## config.mk

```make
export PLATFORM = sky130hd
export DESIGN_NAME = mul_seq_unit
export DESIGN_NICKNAME = d
export VERILOG_FILES = /design/src/rtl/mul_seq_unit.sv
export SDC_FILE = /design/constraint.sdc
export NUM_CORES = 1
export LEC_CHECK = 0
export CORE_UTILIZATION = 50
export CTS_CLUSTER_DIAMETER = 30
export DETAILED_ROUTE_END_ITERATION = 6
export MAX_ROUTING_LAYER = met4
export PLACE_DENSITY = 0.76
export SYNTH_ARGS = -nofsm -noshare
export SYNTH_HDL_FRONTEND = slang
export SYNTH_SLANG_ARGS = --single-unit
```

## constraint.sdc

```tcl
create_clock -name clk -period 3.4 [get_ports clk]
set_input_delay 0.68 -clock clk [delete_from_list [all_inputs] [get_ports clk]]
set_output_delay 0.68 -clock clk [all_outputs]
set_load 0.1 [all_outputs]
```

## src/rtl/mul_seq_unit.sv

```systemverilog
// Iterative shift-add multiplier feeding the register file write port; one low-word write per multiply.
// Optional two's-complement mode is enabled with `define MUL_SIGNED_EN.
module mul_seq_unit #(
    parameter int WIDTH = 32,
    parameter int AW    = 5
) (
    input  logic             clk,
    input  logic             reset,
    input  logic             start,
    input  logic [WIDTH-1:0] op_a,
    input  logic [WIDTH-1:0] op_b,
    input  logic [AW-1:0]    dest,
    input  logic             signed_op,
    output logic             busy,
    output logic             done,
    output logic             rf_wren,
    output logic [AW-1:0]    rf_addrw,
    output logic [WIDTH-1:0] rf_din,
    output logic [WIDTH-1:0] hi,
    output logic [1:0]       dbg_state
);

    localparam int CW = $clog2(WIDTH) + 1;

    typedef enum logic [1:0] {
        S_IDLE = 2'd0,
        S_RUN  = 2'd1,
        S_WB   = 2'd2
    } state_t;

    state_t             state;
    state_t             state_nxt;
    logic [WIDTH-1:0]   mcand;
    logic [WIDTH-1:0]   mplier;
    logic [2*WIDTH-1:0] acc;
    logic [CW-1:0]      cnt;
    logic [AW-1:0]      dest_q;
    logic [WIDTH-1:0]   hi_q;
    logic [WIDTH:0]     sum;
    logic [2*WIDTH-1:0] prod;
    logic [WIDTH-1:0]   a_in;
    logic [WIDTH-1:0]   b_in;

`ifdef MUL_SIGNED_EN
    logic sign_in;
    logic sign_q;

    // Signed requests iterate on magnitudes; the sign is reapplied to the full product.
    always_comb begin
        sign_in = signed_op & (op_a[WIDTH-1] ^ op_b[WIDTH-1]);
        a_in    = (signed_op && op_a[WIDTH-1]) ? (~op_a + 1'b1) : op_a;
        b_in    = (signed_op && op_b[WIDTH-1]) ? (~op_b + 1'b1) : op_b;
        prod    = sign_q ? (~acc + 1'b1) : acc;
    end

    always_ff @(posedge clk or negedge reset) begin
        if (!reset) begin
            sign_q <= 1'b0;
        end else if (state == S_IDLE && start) begin
            sign_q <= sign_in;
        end
    end
`else
    logic signed_op_unused;

    assign signed_op_unused = signed_op;
    assign a_in             = op_a;
    assign b_in             = op_b;
    assign prod             = acc;
`endif

    always_ff @(posedge clk or negedge reset) begin
        if (!reset) begin
            state <= S_IDLE;
        end else begin
            state <= state_nxt;
        end
    end

    always_comb begin
        state_nxt = state;
        case (state)
            S_IDLE:  if (start) state_nxt = S_RUN;
            S_RUN:   if (cnt == CW'(WIDTH - 1)) state_nxt = S_WB;
            S_WB:    state_nxt = S_IDLE;
            default: state_nxt = S_IDLE;
        endcase
    end

    // Carry-keeping add of the multiplicand into the upper accumulator half.
    assign sum = {1'b0, acc[2*WIDTH-1:WIDTH]} + {1'b0, (mplier[0] ? mcand : '0)};

    always_ff @(posedge clk or negedge reset) begin
        if (!reset) begin
            mcand  <= '0;
            mplier <= '0;
            acc    <= '0;
            cnt    <= '0;
            dest_q <= '0;
            hi_q   <= '0;
        end else begin
            case (state)
                S_IDLE: begin
                    if (start) begin
                        mcand  <= a_in;
                        mplier <= b_in;
                        dest_q <= dest;
                        acc    <= '0;
                        cnt    <= '0;
                    end
                end
                S_RUN: begin
                    acc    <= {sum, acc[WIDTH-1:1]};
                    mplier <= {acc[0], mplier[WIDTH-1:1]};
                    cnt    <= cnt + 1'b1;
                end
                S_WB: begin
                    hi_q <= prod[2*WIDTH-1:WIDTH];
                end
                default: ;
            endcase
        end
    end

    // The high word is visible during WB and held in hi_q afterwards.
    assign busy      = (state != S_IDLE);
    assign done      = (state == S_WB);
    assign rf_wren   = done && (dest_q != '0);
    assign rf_addrw  = done ? dest_q : '0;
    assign rf_din    = done ? prod[WIDTH-1:0] : '0;
    assign hi        = done ? prod[2*WIDTH-1:WIDTH] : hi_q;
    assign dbg_state = state;

endmodule

```

==> impl_metrics.csv <==
group,metric,value,unit
power,p_int,5.17,mW
global_routing,antenna_found_initial,0,
route,first_pass_iters,4,
synth,synth_nets,1087,
route,via_count,7289,
global_routing,gr-max-usage-layer,"met2",
synth,syn_avg_cell_area,9.12,µm²
setup_path,cp-start-kind,"flop",
timing,worst_slew_pin_slew,926,ps
global_routing,use_met3,7.07,%
floorplanning,start_util,51.5,%
global_routing,grt-ovfl-total,0,
global_routing,grt_use_met2,39.9,%
hold_path,min_path_type,"in2async",
clocking,ctsHoldBuffers,0,
clocking,clkSlewWorstSetupHoldPaths,70,ps
synth,synth_area_leaders,"dfrtp_1, nand2_1, and2_1",
route,drt_iter0_markers,447,
synth,yosysMostFrequentCell,"nand2_1",
synth,synth_top_area_share,48.5,%
final_layout,layout-drive-gt1-share,16.7,%
global_routing,track_usage,25.3,%
route,ant_nets,0,
clocking,cts_tree,"done",
final_layout,insertedDiodeCount,0,
synth,synthFlopType,"dfrtp_1",
synth,synth_cell_type_count,63,
floorplanning,die_area,18400,µm²
route,routed_via_density,5.43,
timing,hold_viol,0,
power,p_sw_share,39.4,%
final_layout,nets,1211,
timing,skew,8.73,ps
placement,portBuffers,145,
power,p_leak,5.19,nW
setup_path,worstPathMaxFanout,15,
synth,yosysWarnings,0,
synth,synth_top_area_cell,"dfrtp_1",
timing,slew_headroom,38.3,%
route,routed_wl,20900,µm
route,drc,0,
clocking,clock_sinks,173,
floorplanning,core_area,17400,µm²
clocking,clock_latency,430,ps
clocking,post_cts_buffers,0,
global_routing,grt_max_degree,88,
timing,post-route-min-period,3150,ps
clocking,clock_path_buffers,2,
clocking,cts_made_buffers,17,
power,comb_power_share,40.0,%
timing,fin_setup_tns,0,ps
global_routing,grt_first_pass_wirelength,35800,µm
timing,slew_violations,0,
clocking,cts_root_buf,"clkbuf_16",
synth,syn_area,8930,µm²
run_status,status,"finished clean",
synth,synth_enable_flop_cells,0,
placement,gp_congestion,0.868,
setup_path,cp-end-kind,"flop",
synth,netlist_instances,980,
clocking,cts_resized,0,
timing,rsz0062_at_grt,"no",
setup_path,path_class,"reg2reg",
route,wl_per_cell,15.6,µm
job,maxCapViolations,0,
synth,yosys-top-cells-count,"nand2_1, dfrtp_1, nor2_1",
power,ir_drop,0.430,mV
power,cellPowerDensity,775,nW/µm²
timing,setup_viol,0,
floorplanning,die_h,136,µm
placement,hpwl,14400,µm
timing,fmax,318,MHz
synth,seq_area_frac_synth,48.5,%
synth,async_reset_ff_share,100,%
power,p_sw,3.36,mW
global_routing,use_met1,32.0,%
global_routing,grt_pass1_vias,7299,
timing,fin_crit_sh,92.5,%
power,seq_power_share,38.3,%
clocking,htree_levels,4,
final_layout,syn2layout_area_growth,23.1,%
power,p_clk_share,21.7,%
floorplanning,die_width,136,µm
final_layout,fin_util,63.4,%
setup_path,crit_required,3710,ps
floorplanning,rows,48,
setup_path,crit_arrival,3460,ps
synth,ys_seq_elements,173,
floorplanning,ios,147,
==> per-layer routing <==
layer  wire length, µm  vias up
met1              9270     3507
met3              1300       18
met5                 0        -
met4               280        0
li1                  -     3585
met2             10100      179
==> cells by family after synthesis <==
| kind of cell | synth area share, % |
|---|---|
| simple gates | 21.8 |
| mux | 4.61 |
| compound gates | 15.0 |
| buf+inv | 2.76 |
| flops | 48.5 |
| xor+xnor | 2.55 |
| fa+ha+maj | 4.85 |
==> state kept, by name (all words and copies together), names as in the netlist <==
name and count:
hi_q 32, dbg_state 2, mplier 32, mcand 32, dest_q 5, acc 64
cnt 6
==> critical path: stages (launching register included) <==
cell and delay, ps:
dfrtp_1 620, and2_1 200, ha_1 190, inv_1 70, fa_1 430, nor2b_4 150, o2111ai_2 150, a21boi_4 310
a221oi_4 140, o31a_2 390, mux2i_1 130, a221o_1 250
==> power groups by stage <==
stage / logic (mW) / clock network (mW) / registers (mW)
finish: 3.41 / 1.85 / 3.27
global route: 3.89 / 1.98 / 3.37
CTS: 3.43 / 1.88 / 3.27
detailed placement: 3.42 / 0 / 3.29
global placement: 3.32 / 0 / 3.27
floorplan: 2.69 / 0 / 3.12
==> layout by cell type, fill, tap and decap left out, types with 9 or more instances in the layout <==
cell type / count
xnor2_1: 12
inv_1: 11
mux2_2: 32
clkbuf_16: 17
clkdlybuf4s50_1: 70
buf_4: 85
nand2_1: 226
nand3_1: 20
o22ai_1: 33
a21oi_1: 39
xor2_1: 14
ha_1: 33
dfrtp_1: 173
and2_2: 9
o21ai_0: 81
nor2_1: 85
and2_1: 62
==> worst paths after layout <==
kind / start / endpoint / slack, ps / cells past startpoint
max in group asynchronous: reset / acc[32]$_DFFE_PN0P_ / 2400 / 2
min in group clk: mcand[3]$_DFFE_PN0P_ / mcand[3]$_DFFE_PN0P_ / 470 / 2
hold / removal: reset / acc[40]$_DFFE_PN0P_ / 270 / 1
setup / recovery: mplier[0]$_DFFE_PN0P_ / acc[59]$_DFFE_PN0P_ / 250 / 11
hold reg to reg: mcand[3]$_DFFE_PN0P_ / mcand[3]$_DFFE_PN0P_ / 470 / 2
setup reg to reg: mplier[0]$_DFFE_PN0P_ / acc[59]$_DFFE_PN0P_ / 250 / 11
==> layout make-up <==
class | instances | area, µm²
clock buffer | 19 | 433
clock inverter | 13 | 125
fill | 1504 | 6360
inverter | 11 | 41.3
multi-input combinational | 743 | 4400
sequential | 173 | 4330
tap | 225 | 282
timing repair buffer | 158 | 1390
==> through the flow <==
step / instance area (µm²) / hold slack, ps / cells / power, mW / setup slack (ps)
finish: 11000 / 269 / 1342 / 8.53 / 255
global route: 11000 / 321 / 1342 / 9.25 / 59.4
CTS: 11000 / 298 / 1342 / 8.59 / 240
detailed placement: 10400 / 457 / 1310 / 6.71 / 266
global placement: 10400 / 453 / 1310 / 6.59 / 331
floorplan: 8950 / 384 / 980 / 5.81 / 209
Power figures use the tool's default switching activity.
